===== config.mk =====
export PLATFORM = sky130hd
export DESIGN_NAME = ifetch_ctrl_flat
export DESIGN_NICKNAME = d
export VERILOG_FILES = /design/src/rtl/ifetch_pkg.sv /design/src/rtl/ifetch_if.sv /design/src/rtl/ifetch_timer.sv /design/src/rtl/ifetch_ctrl.sv /design/src/flat_wrapper.sv
export SDC_FILE = /design/constraint.sdc
export NUM_CORES = 1
export LEC_CHECK = 0
export ABC_CLOCK_PERIOD_IN_PS = 1400
export CAP_MARGIN = 40
export CELL_PAD_IN_SITES_DETAIL_PLACEMENT = 0
export CELL_PAD_IN_SITES_GLOBAL_PLACEMENT = 1
export CORE_UTILIZATION = 29
export DETAILED_ROUTE_END_ITERATION = 7
export PLACE_DENSITY = 0.73
export SLEW_MARGIN = 10
export SYNTH_ARGS = -nofsm -noshare
export SYNTH_HDL_FRONTEND = slang
export SYNTH_SLANG_ARGS = --single-unit

===== constraint.sdc =====
create_clock -name CLK -period 1.4 [get_ports CLK]
set_input_delay 0.21 -clock CLK [delete_from_list [all_inputs] [get_ports CLK]]
set_output_delay 0.21 -clock CLK [all_outputs]
set_load 0.005 [all_outputs]

===== src/rtl/ifetch_pkg.sv =====
// ifetch_pkg
// Shared definitions for the instruction-fetch controller: the FSM state
// encoding, the default memory wait limit and the NOP instruction word
// that the instruction register holds out of reset.
package ifetch_pkg;

  typedef enum logic [1:0] {
    IDLE  = 2'b00,
    FETCH = 2'b01,
    HOLD  = 2'b10,
    ABORT = 2'b11
  } state_t;

  localparam int          TIMEOUT_DEF = 15;
  localparam logic [15:0] NOP         = 16'h0000;

endpackage


===== src/rtl/ifetch_if.sv =====
// ifetch_if
// Instruction-memory read bus.
//   mem_req   : read request, held high for the whole request
//   mem_addr  : read address, stable while mem_req=1
//   mem_ack   : read data valid, meaningful only while mem_req=1
//   mem_rdata : instruction word returned with mem_ack
// master = fetch controller, slave = instruction memory.
interface ifetch_if;
  logic        mem_req;
  logic [15:0] mem_addr;
  logic        mem_ack;
  logic [15:0] mem_rdata;

  modport master (output mem_req, output mem_addr,
                  input  mem_ack, input  mem_rdata);
  modport slave  (input  mem_req, input  mem_addr,
                  output mem_ack, output mem_rdata);
endinterface


===== src/rtl/ifetch_timer.sv =====
// ifetch_timer
// 8-bit wait counter for a pending memory request.
//   CLK  : clock
//   CLR  : asynchronous active-high reset
//   clr  : synchronous clear (wins over inc)
//   inc  : count one more wait cycle
//   term : high while the count equals TIMEOUT-1
module ifetch_timer
  import ifetch_pkg::*;
#(
  parameter int TIMEOUT = TIMEOUT_DEF
) (
  input  logic CLK,
  input  logic CLR,
  input  logic clr,
  input  logic inc,
  output logic term
);

  localparam logic [7:0] TERM_VAL = 8'(TIMEOUT - 1);

  logic [7:0] cnt;

  always_ff @(posedge CLK or posedge CLR) begin
    if (CLR)      cnt <= 8'd0;
    else if (clr) cnt <= 8'd0;
    else if (inc) cnt <= cnt + 8'd1;
  end

  assign term = (cnt == TERM_VAL);

endmodule


===== src/rtl/ifetch_ctrl.sv =====
// ifetch_ctrl
// Instruction-fetch controller. Issues one memory read per instruction at
// the current PC, latches the returned word for decode and enables the PC
// only once decode has taken that word. A request that sees no ack for
// TIMEOUT cycles is abandoned for one cycle and reissued at the same PC.
//   CLK, CLR    : clock, asynchronous active-high reset
//   pc_i        : current PC value
//   PC_EN       : PC advance enable (HOLD and core_ready)
//   mem         : instruction-memory bus (master side)
//   core_ready  : decode accepts instr_o this cycle
//   instr_o     : latched instruction
//   instr_valid : instr_o holds an unconsumed instruction
//   fetch_err   : one-cycle pulse on a timeout abort
//   fetch_cnt   : consumed-instruction count, wraps silently
module ifetch_ctrl
  import ifetch_pkg::*;
#(
  parameter int TIMEOUT = TIMEOUT_DEF,
  parameter int CNT_W   = 16
) (
  input  logic             CLK,
  input  logic             CLR,
  input  logic [15:0]      pc_i,
  output logic             PC_EN,
  ifetch_if.master         mem,
  input  logic             core_ready,
  output logic [15:0]      instr_o,
  output logic             instr_valid,
  output logic             fetch_err,
  output logic [CNT_W-1:0] fetch_cnt
);

  state_t state, state_n;
  logic   timer_inc, timer_clr, timer_term;
  logic   capture, consume;

  ifetch_timer #(.TIMEOUT(TIMEOUT)) u_timer (
    .CLK  (CLK),
    .CLR  (CLR),
    .clr  (timer_clr),
    .inc  (timer_inc),
    .term (timer_term)
  );

  // The PC only moves while no request is outstanding, so passing pc_i
  // straight through keeps the address stable for the whole request.
  assign mem.mem_addr = pc_i;

  always_ff @(posedge CLK or posedge CLR) begin
    if (CLR) state <= IDLE;
    else     state <= state_n;
  end

  always_comb begin
    state_n     = state;
    mem.mem_req = 1'b0;
    PC_EN       = 1'b0;
    fetch_err   = 1'b0;
    timer_inc   = 1'b0;
    timer_clr   = 1'b0;
    capture     = 1'b0;
    consume     = 1'b0;
    case (state)
      IDLE: state_n = FETCH;
      FETCH: begin
        mem.mem_req = 1'b1;
        // An ack arriving on the terminal wait cycle still completes.
        if (mem.mem_ack) begin
          capture   = 1'b1;
          timer_clr = 1'b1;
          state_n   = HOLD;
        end else if (timer_term) begin
          timer_clr = 1'b1;
          state_n   = ABORT;
        end else begin
          timer_inc = 1'b1;
        end
      end
      HOLD: begin
        PC_EN = core_ready;
        if (core_ready) begin
          consume = 1'b1;
          state_n = FETCH;
        end
      end
      ABORT: begin
        // mem_req drops for this cycle so a late ack is never sampled.
        fetch_err = 1'b1;
        state_n   = FETCH;
      end
      default: state_n = IDLE;
    endcase
  end

  always_ff @(posedge CLK or posedge CLR) begin
    if (CLR) begin
      instr_o     <= NOP;
      instr_valid <= 1'b0;
      fetch_cnt   <= '0;
    end else begin
      if (capture) begin
        instr_o     <= mem.mem_rdata;
        instr_valid <= 1'b1;
      end else if (consume) begin
        instr_valid <= 1'b0;
      end
      if (consume) fetch_cnt <= fetch_cnt + CNT_W'(1);
    end
  end

endmodule


===== src/flat_wrapper.sv =====
// flat-port wrapper written by rule: the top's interface ports become plain ports
module ifetch_ctrl_flat import ifetch_pkg::*;
#(
  parameter int TIMEOUT = TIMEOUT_DEF,
  parameter int CNT_W   = 16
)
  (CLK, CLR, pc_i, PC_EN, core_ready, instr_o, instr_valid, fetch_err, fetch_cnt, mem_mem_req, mem_mem_addr, mem_mem_ack, mem_mem_rdata);
  ifetch_if mem_i ();
  input  logic CLK;
  input  logic CLR;
  input  logic [15:0] pc_i;
  output logic PC_EN;
  input  logic core_ready;
  output logic [15:0] instr_o;
  output logic instr_valid;
  output logic fetch_err;
  output logic [CNT_W-1:0] fetch_cnt;
  output wire logic [$bits(mem_i.mem_req)-1:0] mem_mem_req;
  output wire logic [$bits(mem_i.mem_addr)-1:0] mem_mem_addr;
  input wire logic [$bits(mem_i.mem_ack)-1:0] mem_mem_ack;
  input wire logic [$bits(mem_i.mem_rdata)-1:0] mem_mem_rdata;
  assign mem_mem_req = mem_i.mem_req;
  assign mem_mem_addr = mem_i.mem_addr;
  assign mem_i.mem_ack = mem_mem_ack;
  assign mem_i.mem_rdata = mem_mem_rdata;
  ifetch_ctrl #(.TIMEOUT(TIMEOUT), .CNT_W(CNT_W)) u_core (.CLK(CLK), .CLR(CLR), .pc_i(pc_i), .PC_EN(PC_EN), .mem(mem_i), .core_ready(core_ready), .instr_o(instr_o), .instr_valid(instr_valid), .fetch_err(fetch_err), .fetch_cnt(fetch_cnt));
endmodule

After elaboration in Yosys (flattened, before gate mapping)

Cells that the tools add are included.

Multipliers: 0
Magnitude comparators: 0
Divide/modulo/power cells: 0
Bitwise logic cells: 0
Equal/unequal tests: 6
Muxes and demuxes: 21
Shift operators: 0
Reduce and logical (&&, ||, !) cells: 5
Add/subtract/negate cells: 2

Operator list:

| kind                  | count |
|---|---|
| $add 16x1->16 const B | 1 |
| $mux 8                | 2 |
| $mux 1                | 15 |
| $add 8x1->8 const B   | 1 |
| $eq 8x4->1 const B    | 1 |
| $mux 2                | 3 |
| $pmux 2 s3            | 1 |
| $eq 2x2->1 const B    | 2 |
| $reduce_bool 2->1     | 2 |
| $ne 3x2->1 const B    | 1 |
| $eq 2x1->1 const B    | 1 |
| $logic_not 2->1       | 1 |
| $ne 2x2->1 const B    | 1 |
| $reduce_and 2->1      | 1 |
| $reduce_or 2->1       | 1 |

Bits in read-only memories: 0
Memories: 0
Register bits: 43
Input bits: 36
Latch bits: 0
Output and inout port bits: 52
Memory bits (writable): 0
Word-level logic and storage cells: 39

Longest topological paths before layout

Depth after elaboration: 6
Gate-level depth with buffers: 6
Gate-level depth less buffers: 6

Hierarchy

Synthesis repeated with hierarchy kept, for this count alone.

Cells, all modules: 165
Area total of the unflattened synthesis: 2042.0 µm²

Modules (own cells, without submodules):

| module       | area an instance (µm²) | times used | cells an instance | seq. area each (µm²) |
|---|---|---|---|---|
| ifetch_ctrl  | 1615.3                 | 1          | 123               | 875.8 |
| ifetch_timer | 426.7                  | 1          | 42                | 200.2 |

Worst setup path after synthesis

Ideal clock, no wire load.

Path kind: reg-to-reg
From: reg u_core.fetch_cnt[0]
To: reg u_core.fetch_cnt[14]
Stages on the path, launching flop included: 6
Slack: 0.005 ns
Arrival: 1.272 ns
Clock period less this slack: 1.395 ns
Required time: 1.277 ns
Cells stage by stage: dfrtp_1 > ha_1 > nand3_1 > nor4_4 > nand3_1 > xnor2_1

Word-level cells in the longest chain between the ends: 1

RTL lines:

| what                   | RTL line           | text |
|---|---|---|
| from (decl)            | ifetch_ctrl.sv:30  | `output logic [CNT_W-1:0] fetch_cnt` |
| from (signal assigned) | ifetch_ctrl.sv:107 | `if (consume) fetch_cnt <= fetch_cnt + CNT_W'(1);` |
| $add 16x1->16          | ifetch_ctrl.sv:107 |  |

No other way between the ends.
A chain may end at the register's enable or synchronous reset.

Worst setup path in the final report

From: reg u_core.state[0]
To: reg u_core.fetch_cnt[7]

Word-level cells in the longest chain between the ends: 2

RTL lines:

| what                   | RTL line          | text |
|---|---|---|
| from (decl)            | ifetch_ctrl.sv:33 | `state_t state, state_n;` |
| from (signal assigned) | ifetch_ctrl.sv:51 | `else state <= state_n;` |
| $eq 2x2->1             | ifetch_ctrl.sv:63 | `case (state)` |
| $mux 1                 | ifetch_ctrl.sv:63 |  |

No other way between the ends.

==> results.yml <==
layout:
  multiInputGateArea_um2: 1030
  drive_gt1_share_pct: 42.0
  regArea_um2: 1080
  layout_commonest_cell: "buf_4"
  antennaDiodeCount: 0
  nFillCells: 644
  nets: 313
  syn2layout_area_growth_pct: 62.0
  most-common-layout-cells: "47 x buf_4, 43 x dfrtp_1, 31 x clkdlybuf4s50_1"
clock_network:
  cts_tree: "done"
  clk_path_buf_depth: 2
  cts_buffers: 5
  cts.clk_slew.worst_paths_ps: 80
  clock_latency_ps: 300
  clock_sinks: 43
  cts_hold_buf: 0
  htreeDepth: 2
  root_buffer: "clkbuf_8"
logic_synthesis:
  synthXorXnorAreaFrac_pct: 6.21
  ys_types: 41
  synth_top_flop_cell: "dfrtp_1"
  synth-async-reset-ratio_pct: 100
  synth_top_family_by_area: "simple AND/OR/NAND/NOR gates"
  synth_compound_area_share_pct: 6.39
  synth_fa_ha_area_share_pct: 1.78
  ys_warn_count: 0
  netlist_area_um2: 2110
  synth_edf_count: 0
  ys_ff_latch: 43
  post_synth_and_or_nand_nor_area_fraction_pct: 16.6
  synthMuxAreaShare_pct: 9.94
  seq_area_frac_synth_pct: 50.9
  syn_nets: 210
  postSynthAreaPerCell_um2: 12.4
  syn_inst: 171
power_and_ir_drop:
  powerDensity_nw_per_um2: 1400
  p_int_w: 0.00342
  power_w: 0.00479
  vdd_drop_max_uv: 664
  leakagePower_nw: 1.72
  p_seq_share_pct: 36.2
  switching_share_pct: 28.6
  p_clk_share_pct: 19.7
  net-switching-power_w: 0.00137
  pwr-share-comb_pct: 44.1
routing:
  wl_per_cell_um: 13.8
  first_iter_violations: 60
  ant_nets: 0
  first_pass_iters: 4
  viasPerCell: 4.47
  drc: 0
  drt-total-wl_mm: 5.11
  vias: 1653
sta:
  period_minus_slack_ps: 1450
  max_freq_mhz: 690
  fin_setup_tns_ps: -271
  slew_headroom_pct: 80.2
  worst_slack_ps: -48.3
  post-route-period-util_pct: 103
  hold_viol: 0
  skew_ps: 7.00
  rsz0062_at_grt: "yes"
  setup_viol: 8
  timing.final.max_slew_violations: 0
  tightest_slew_ps: 294
grt:
  top_usage_layer: "met2"
  grt_usage_pct: 13.6
  met3_usage_pct: 3.41
  grt_pass1_wl_mm: 7.89
  grt_overflow: 0
  antenna_found_initial: 0
  grt_pass1_vias: 1660
  grt.met2_usage_pct: 22.4
  grt_max_degree: 44
  use_met1_pct: 17.4
floorplanning:
  die_x_um: 87.4
  dieHeight_um: 87.4
  io_pins: 88
  initial_core_util_pct: 30.6
  rows: 30
  die_area_um2: 7640
  coreArea_um2: 6910
run_status:
  outcome: "finished with violations"
  violations: "negative setup slack"
min_path:
  hold_path_class: "in2async"
placement:
  pre_cts_ws_ps: -361
  numPortBuffers: 55
  hpwl_mm: 3.02
  globalplace.congestion: 0.714
setup_path:
  required_ps: 1590
  path_class: "reg2reg"
  cp-end-kind: "register"
  crit_fanout: 3
  cp.arrival_ps: 1630
  cp-start-kind: "register"
flow_run:
  cap_viol_max_count: 0
-- metal layers --
metal,up-vias,share of wire [%]
li1,788,-
met3,8,4.3
met1,822,43
met2,35,51
met5,-,0
met4,0,1.2
-- worst max-delay path, cell delays in order, from the launching register on --
cell      delay [ps]
dfrtp_1          400
nand3b_4         170
buf_6            130
buf_4            130
nor2_1           190
nand4_1          170
xnor2_1          160
-- cell families after synthesis --
| family | count (synthesis) |
|---|---|
| DFF | 43 |
| buffers and inverters | 24 |
| muxes | 16 |
| adders and majority gates | 3 |
| AOI/OAI and AO/OA | 19 |
| and+or+nand+nor | 51 |
| xor gates and xnor gates | 15 |
-- Yosys cell counts (2+ instances only) --
library cell | count | area [um2]
dfrtp_1 | 43 | 1080
nand2_1 | 17 | 63.8
buf_4 | 16 | 120
xnor2_1 | 11 | 96.3
mux2_2 | 8 | 90.1
mux2_4 | 8 | 120
nand3_1 | 8 | 40.0
nor2_1 | 5 | 18.8
a31oi_1 | 4 | 25.0
inv_1 | 4 | 15.0
xor2_1 | 4 | 35.0
ha_1 | 3 | 37.5
nand4_1 | 3 | 18.8
o21ai_0 | 3 | 15.0
a211oi_1 | 2 | 15.0
a41oi_1 | 2 | 17.5
and2_1 | 2 | 12.5
and3_1 | 2 | 12.5
buf_6 | 2 | 22.5
nor4_4 | 2 | 42.5
o31ai_1 | 2 | 15.0
-- per-stage QoR --
stage / util, % / hold WS, ps / instance area, um2 / std cells
2_1_floorplan: - / 299 / 2110 / 171
3_3_place_gp: 41.7 / 420 / 2880 / 332
3_5_place_dp: 41.7 / 420 / 2880 / 332
4_1_cts: 47.3 / 265 / 3270 / 363
5_1_grt: 49.6 / 285 / 3420 / 370
6_report: 49.6 / 248 / 3420 / 370
-- layout make-up --
class                      count  share of cell area (%)
sequential                    43                    31.4
timing repair buffer         113                    30.9
multi-input combinational    106                    30.2
tap                           96                    3.51
clock buffer                   6                    2.12
inverter                       5                   0.913
clock inverter                 1                   0.877
-- repair_timing --
| item | CTS | global route |
|---|---|---|
| setup buffers | 24 | 7 |
| resized for setup | 47 | 32 |
| setup endpoints to repair | 31 | 53 |
| cloned | 0 | 2 |
| pin swaps | 16 | 9 |
-- registers in the layout, indices dropped and copies added (netlist names) --
signal,cells
u_core.instr_o,16
u_core.fetch_cnt,16
u_core.state,2
u_core.u_timer.cnt,8
u_core.instr_valid,1
-- power groups by stage --
stage                     clock network [W]  registers, W  logic, W
after floorplan                           0       0.00182  0.000734
after global placement                    0       0.00176   0.00168
after detailed placement                  0       0.00176   0.00169
after CTS                          0.000989       0.00174   0.00195
after global routing                0.00103       0.00177   0.00229
final                              0.000945       0.00173   0.00211
-- worst paths after layout --
kind	cells past startpoint	endpoint	slack (ps)	startpoint
worst max-delay path	6	u_core.fetch_cnt[7]	-50	u_core.state[0]
worst min-delay path	3	u_core.instr_o[8]	250	CLR
worst max register to register	6	u_core.fetch_cnt[7]	-50	u_core.state[0]
worst min register to register	2	u_core.instr_valid	480	u_core.instr_valid
max in group asynchronous	3	u_core.instr_o[1]	940	CLR
min in group CLK	0	mem_mem_addr[11]	420	pc_i[11]
(Power assumes the default switching activity.)
